[config.mk]
export PLATFORM = sky130hd
export DESIGN_NAME = riscv_alu
export DESIGN_NICKNAME = d
export VERILOG_FILES = /design/src/rtl/riscv_alu.sv
export SDC_FILE = /design/constraint.sdc
export NUM_CORES = 2
export LEC_CHECK = 0
export BUFFER_PORTS_ARGS = -buffer_cell sky130_fd_sc_hd__clkbuf_2
export CORE_MARGIN = 3
export CORE_UTILIZATION = 30
export CTS_CLUSTER_DIAMETER = 100
export DETAILED_ROUTE_END_ITERATION = 16
export GPL_TIMING_DRIVEN = 0
export PLACE_DENSITY = 0.52
export SYNTH_ARGS = -nofsm -noshare
export SYNTH_HDL_FRONTEND = slang
export SYNTH_SLANG_ARGS = --single-unit
[constraint.sdc]
create_clock -name clk_i -period 14.3 [get_ports clk_i]
set_input_delay 1.43 -clock clk_i [delete_from_list [all_inputs] [get_ports clk_i]]
set_output_delay 1.43 -clock clk_i [all_outputs]
set_load 0.005 [all_outputs]
[src/rtl/riscv_alu.sv]
// riscv_alu
//   Integer ALU for the RV32 execute stage. Computes AND/OR/XOR/ADD/SUB/SLT/
//   SLL/SRL/MUL. The result and flags are combinational, so branch and
//   forwarding logic can use them in the same cycle. A registered copy of the
//   result and flags is captured on every clock edge for the EX/MEM boundary.
//
//   Ports
//     clk_i            clock, rising edge
//     rst_ni           async active-low reset (registered outputs only)
//     operand_a_i      operand A (rs1)
//     operand_b_i      operand B (rs2/imm; shift amount in low bits)
//     alu_operation_i  4-bit opcode (alu_op_e)
//     result_o         combinational result
//     zero_flag_o      result_o == 0
//     negative_flag_o  result_o MSB
//     overflow_flag_o  signed overflow of ADD/SUB, else 0
//     result_q_o       result_o registered
//     flags_q_o        {overflow, negative, zero} registered
module riscv_alu #(
  parameter int DATA_WIDTH = 32
) (
  input  logic                  clk_i,
  input  logic                  rst_ni,
  input  logic [DATA_WIDTH-1:0] operand_a_i,
  input  logic [DATA_WIDTH-1:0] operand_b_i,
  input  logic [3:0]            alu_operation_i,
  output logic [DATA_WIDTH-1:0] result_o,
  output logic                  zero_flag_o,
  output logic                  negative_flag_o,
  output logic                  overflow_flag_o,
  output logic [DATA_WIDTH-1:0] result_q_o,
  output logic [2:0]            flags_q_o
);

  localparam int SHW = $clog2(DATA_WIDTH);

  typedef enum logic [3:0] {
    ALU_AND = 4'd0,
    ALU_OR  = 4'd1,
    ALU_ADD = 4'd2,
    ALU_SUB = 4'd3,
    ALU_SLT = 4'd4,
    ALU_SLL = 4'd5,
    ALU_SRL = 4'd6,
    ALU_MUL = 4'd7,
    ALU_XOR = 4'd8
  } alu_op_e;

  alu_op_e               op;
  logic [DATA_WIDTH-1:0] sum;
  logic [DATA_WIDTH-1:0] diff;
  logic [DATA_WIDTH-1:0] prod;
  logic [SHW-1:0]        shamt;
  logic                  a_msb;
  logic                  b_msb;
  logic                  slt;

  logic [DATA_WIDTH-1:0] result_d, result_q;
  logic [2:0]            flags_d, flags_q;
  logic                  ovf;

  assign op    = alu_op_e'(alu_operation_i);
  assign a_msb = operand_a_i[DATA_WIDTH-1];
  assign b_msb = operand_b_i[DATA_WIDTH-1];

  // Carry/borrow out is simply dropped: modulo 2^DATA_WIDTH arithmetic.
  assign sum   = operand_a_i + operand_b_i;
  assign diff  = operand_a_i - operand_b_i;
  // Low half of the product is identical for signed and unsigned operands.
  assign prod  = operand_a_i * operand_b_i;
  // Only the low log2(DATA_WIDTH) bits of B select the shift amount.
  assign shamt = operand_b_i[SHW-1:0];
  assign slt   = $signed(operand_a_i) < $signed(operand_b_i);

  always_comb begin
    result_d = '0;
    ovf      = 1'b0;
    case (op)
      ALU_AND: result_d = operand_a_i & operand_b_i;
      ALU_OR:  result_d = operand_a_i | operand_b_i;
      ALU_XOR: result_d = operand_a_i ^ operand_b_i;
      ALU_ADD: begin
        result_d = sum;
        // Same-signed operands producing a result of the other sign.
        ovf      = (a_msb == b_msb) && (sum[DATA_WIDTH-1] != a_msb);
      end
      ALU_SUB: begin
        result_d = diff;
        // Opposite-signed operands where the result sign departs from A.
        ovf      = (a_msb != b_msb) && (diff[DATA_WIDTH-1] != a_msb);
      end
      ALU_SLT: result_d = {{(DATA_WIDTH-1){1'b0}}, slt};
      ALU_SLL: result_d = operand_a_i << shamt;
      ALU_SRL: result_d = operand_a_i >> shamt;
      ALU_MUL: result_d = prod;
      default: begin
        result_d = '0;
        ovf      = 1'b0;
      end
    endcase
  end

  assign result_o        = result_d;
  assign zero_flag_o     = (result_d == '0);
  assign negative_flag_o = result_d[DATA_WIDTH-1];
  assign overflow_flag_o = ovf;

  assign flags_d = {ovf, result_d[DATA_WIDTH-1], (result_d == '0)};

  always_ff @(posedge clk_i or negedge rst_ni) begin
    if (!rst_ni) begin
      result_q <= '0;
      flags_q  <= 3'b000;
    end else begin
      result_q <= result_d;
      flags_q  <= flags_d;
    end
  end

  assign result_q_o = result_q;
  assign flags_q_o  = flags_q;

endmodule

==> impl_metrics.xml <==
<?xml version="1.0" encoding="UTF-8"?>
<metrics>
  <group name="outcome">
    <metric name="result_of_the_run" unit="">complete, no violations</metric>
  </group>
  <group name="logic_synthesis">
    <metric name="post_synth.cell_area_avg" unit="sq um">7.98</metric>
    <metric name="synth.lib_cells_used.distinct" unit="">95</metric>
    <metric name="synth-edff-count" unit="">0</metric>
    <metric name="yosysWarningCount" unit="">0</metric>
    <metric name="post-synth-top-area-cell" unit="">fa_1</metric>
    <metric name="synth_most_common_cell" unit="">inv_1</metric>
    <metric name="ys_ff_latch" unit="">34</metric>
    <metric name="fraction_of_registers_with_async_set_or_reset_after_synthesis" unit="">1.00</metric>
    <metric name="seq_area_frac_synth" unit="">0.0341</metric>
    <metric name="synthTopCellsByCount" unit="">inv_1, nor2_1, fa_1</metric>
    <metric name="synth.net_count" unit="">3831</metric>
    <metric name="synthesis.instances" unit="">3131</metric>
    <metric name="yosys-top-cells-area" unit="">fa_1, ha_1, inv_1</metric>
    <metric name="synth_top_area_share" unit="">0.329</metric>
    <metric name="synthesis.area" unit="sq um">25000</metric>
    <metric name="yosys_most_used_dff" unit="">dfrtp_1</metric>
  </group>
  <group name="placement">
    <metric name="global_placement_routability_congestion" unit="">1.09</metric>
    <metric name="io_buffers" unit="">138</metric>
    <metric name="dp_hpwl" unit="um">109000</metric>
  </group>
  <group name="detailed_routing">
    <metric name="detailedRoute.firstPassIterationCount" unit="">6</metric>
    <metric name="routed_wl" unit="um">132000</metric>
    <metric name="post_drt_wl_per_cell" unit="um">30.4</metric>
    <metric name="drc" unit="">0</metric>
    <metric name="ant_nets" unit="">0</metric>
    <metric name="detail_route.iter0.violations" unit="">2991</metric>
    <metric name="vias" unit="">25400</metric>
    <metric name="routed_via_density" unit="">5.83</metric>
  </group>
  <group name="cells_and_area">
    <metric name="final_layout_size_suffix_gt1_frac" unit="">0.0808</metric>
    <metric name="finish.net_count" unit="">3979</metric>
    <metric name="area_delta_synth_final" unit="%">8.95</metric>
  </group>
  <group name="critical_path">
    <metric name="path_common_cell" unit="">fa_1</metric>
    <metric name="arrival" unit="ns">12.64</metric>
    <metric name="required" unit="ns">12.87</metric>
    <metric name="critPathMaxFanout" unit="">11</metric>
    <metric name="library_cell_contributing_the_largest_single_delay_on_the_critical_path" unit="">clkbuf_1</metric>
    <metric name="setup.worst_path.end_class" unit="">primary output</metric>
    <metric name="worst_setup_path_start_kind" unit="">input pin</metric>
    <metric name="critical_path.max_stage_delay" unit="ns">0.70</metric>
    <metric name="path_buf_inv" unit="">14</metric>
    <metric name="cp_top_family" unit="">adder cells</metric>
    <metric name="critical_path_class" unit="">input pin to primary output</metric>
  </group>
  <group name="floorplan">
    <metric name="coreArea" unit="sq um">82200</metric>
    <metric name="die-height" unit="um">295</metric>
    <metric name="floorplan.rows" unit="">105</metric>
    <metric name="initial_cell_density_of_the_core" unit="">0.304</metric>
    <metric name="die-width" unit="um">295</metric>
    <metric name="io_pins" unit="">140</metric>
    <metric name="fp.dieArea" unit="sq um">86700</metric>
  </group>
  <group name="sta">
    <metric name="worst_slew_margin_rel" unit="">0.0182</metric>
    <metric name="max_freq" unit="GHz">0.0711</metric>
    <metric name="finalCritPeriodShare" unit="">0.984</metric>
    <metric name="rsz0062_at_grt" unit="">no</metric>
    <metric name="hold_viol_final" unit="">0</metric>
    <metric name="tightest_slew" unit="ns">1.46</metric>
    <metric name="timing.final.max_slew_violations" unit="">0</metric>
    <metric name="setup_violations" unit="">0</metric>
    <metric name="setup_tns" unit="ns">0</metric>
    <metric name="post-route-min-period" unit="ns">14.07</metric>
  </group>
  <group name="global_route">
    <metric name="first_global_vias" unit="">24900</metric>
    <metric name="grt_util_all_layers" unit="">0.302</metric>
    <metric name="grt_start_max_net_pins" unit="">35</metric>
    <metric name="grt_pass1_wl" unit="um">188000</metric>
    <metric name="gr-total-overflow" unit="">0</metric>
    <metric name="antenna_violations_before_repair" unit="">4</metric>
  </group>
  <group name="clock_network">
    <metric name="h-tree-depth" unit="">2</metric>
    <metric name="clock_buffers_created_by_tritoncts" unit="">5</metric>
    <metric name="cts_root_buffer" unit="">clkbuf_16</metric>
    <metric name="max_root_sink_buffers" unit="">2</metric>
    <metric name="postCtsHoldBufs" unit="">0</metric>
    <metric name="tritoncts" unit="">yes</metric>
    <metric name="clock_sinks" unit="">34</metric>
    <metric name="cts.clk_slew.worst_paths" unit="ns">0.06</metric>
  </group>
  <group name="job">
    <metric name="cap_viol_max_count" unit="">0</metric>
  </group>
  <group name="hold_path">
    <metric name="min_path_type" unit="">input pin to async pin</metric>
  </group>
</metrics>
kinds of logic after synthesis:
family	after synthesis	synth area share
xor gates and xnor gates	87	0.0305
DFF	34	0.0341
buffers and inverters	682	0.106
AOI/OAI and AO/OA	556	0.156
and+or+nand+nor	1027	0.179
adders and majority gates	630	0.439
muxes	115	0.0556
cells in the final DEF (no fill, tap or decap), types with 17 or more instances in the layout:
cell type,n
ha_1,220
clkbuf_2,140
dfrtp_1,34
mux2_2,31
xor2_1,17
mux2i_1,64
o211ai_1,30
nand4_1,18
a211oi_1,26
a21oi_1,123
xnor2_1,70
buf_2,22
o22ai_1,17
o21ai_0,99
nor3_1,49
a221oi_1,17
fa_1,410
or3_1,19
clkbuf_1,132
nand2_1,337
buf_1,27
nor2_1,444
nand3_1,41
inv_1,474
nor2b_1,17
per-stage QoR:
step / worst slack [ns] / hold slack, ns / util / cells / cell area, sq um
final: 0.229 / 1.25 / 0.331 / 4351 / 27200
after floorplan: 3.08 / 1.13 / - / 3131 / 25000
after detailed placement: 0.223 / 1.58 / 0.329 / 4341 / 27000
after global placement: 0.189 / 1.57 / 0.328 / 4339 / 27000
after CTS: 0.205 / 1.28 / 0.331 / 4349 / 27200
after global routing: 0.00150 / 1.33 / 0.331 / 4350 / 27200
flip-flops by register name, indices dropped and copies added (netlist names):
name,flops
result_q_o,31
flags_q_o,3
layout make-up:
cell class | instances | area, sq um
diodes | 1 | 2.50
plain buffers | 191 | 807
clock buffers | 7 | 133
clock inverters | 1 | 30.0
fillers | 8940 | 55000
inverters | 491 | 1840
multi-input cells | 2415 | 21500
flip-flops and latches | 34 | 851
well taps | 1070 | 1340
repair buffers | 141 | 713
layer usage:
layer / GRT usage / vias up / wire (um)
li1: - / 10600 / -
met1: 0.409 / 12800 / 53900
met2: 0.461 / 1620 / 56800
met3: 0.0665 / 314 / 13800
met4: 0.138 / 0 / 7760
met5: 0 / - / 0
worst max-delay path by stage:
stage                         startpoint          end  slack, ns  cells after the start
after global routing      operand_b_i[2]  zero_flag_o      0.002                     35
after detailed placement  operand_b_i[2]  zero_flag_o       0.22                     36
after CTS                 operand_b_i[2]  zero_flag_o       0.21                     36
final                     operand_b_i[2]  zero_flag_o       0.23                     36
after global placement    operand_b_i[2]  zero_flag_o       0.19                     34
after floorplan           operand_b_i[2]  zero_flag_o       3.08                     33
repair_timing:
| action | 4_1_cts | 5_1_grt |
|---|---|---|
| gates resized for setup | 0 | 2 |
| hold endpoints to repair | 0 | 0 |
| setup buffers | 0 | 0 |
| setup endpoints to repair | 0 | 1 |
Power is left out: the tool's default activity adds up to more than one toggle a clock period on the data nets, which glitch-free logic cannot reach.
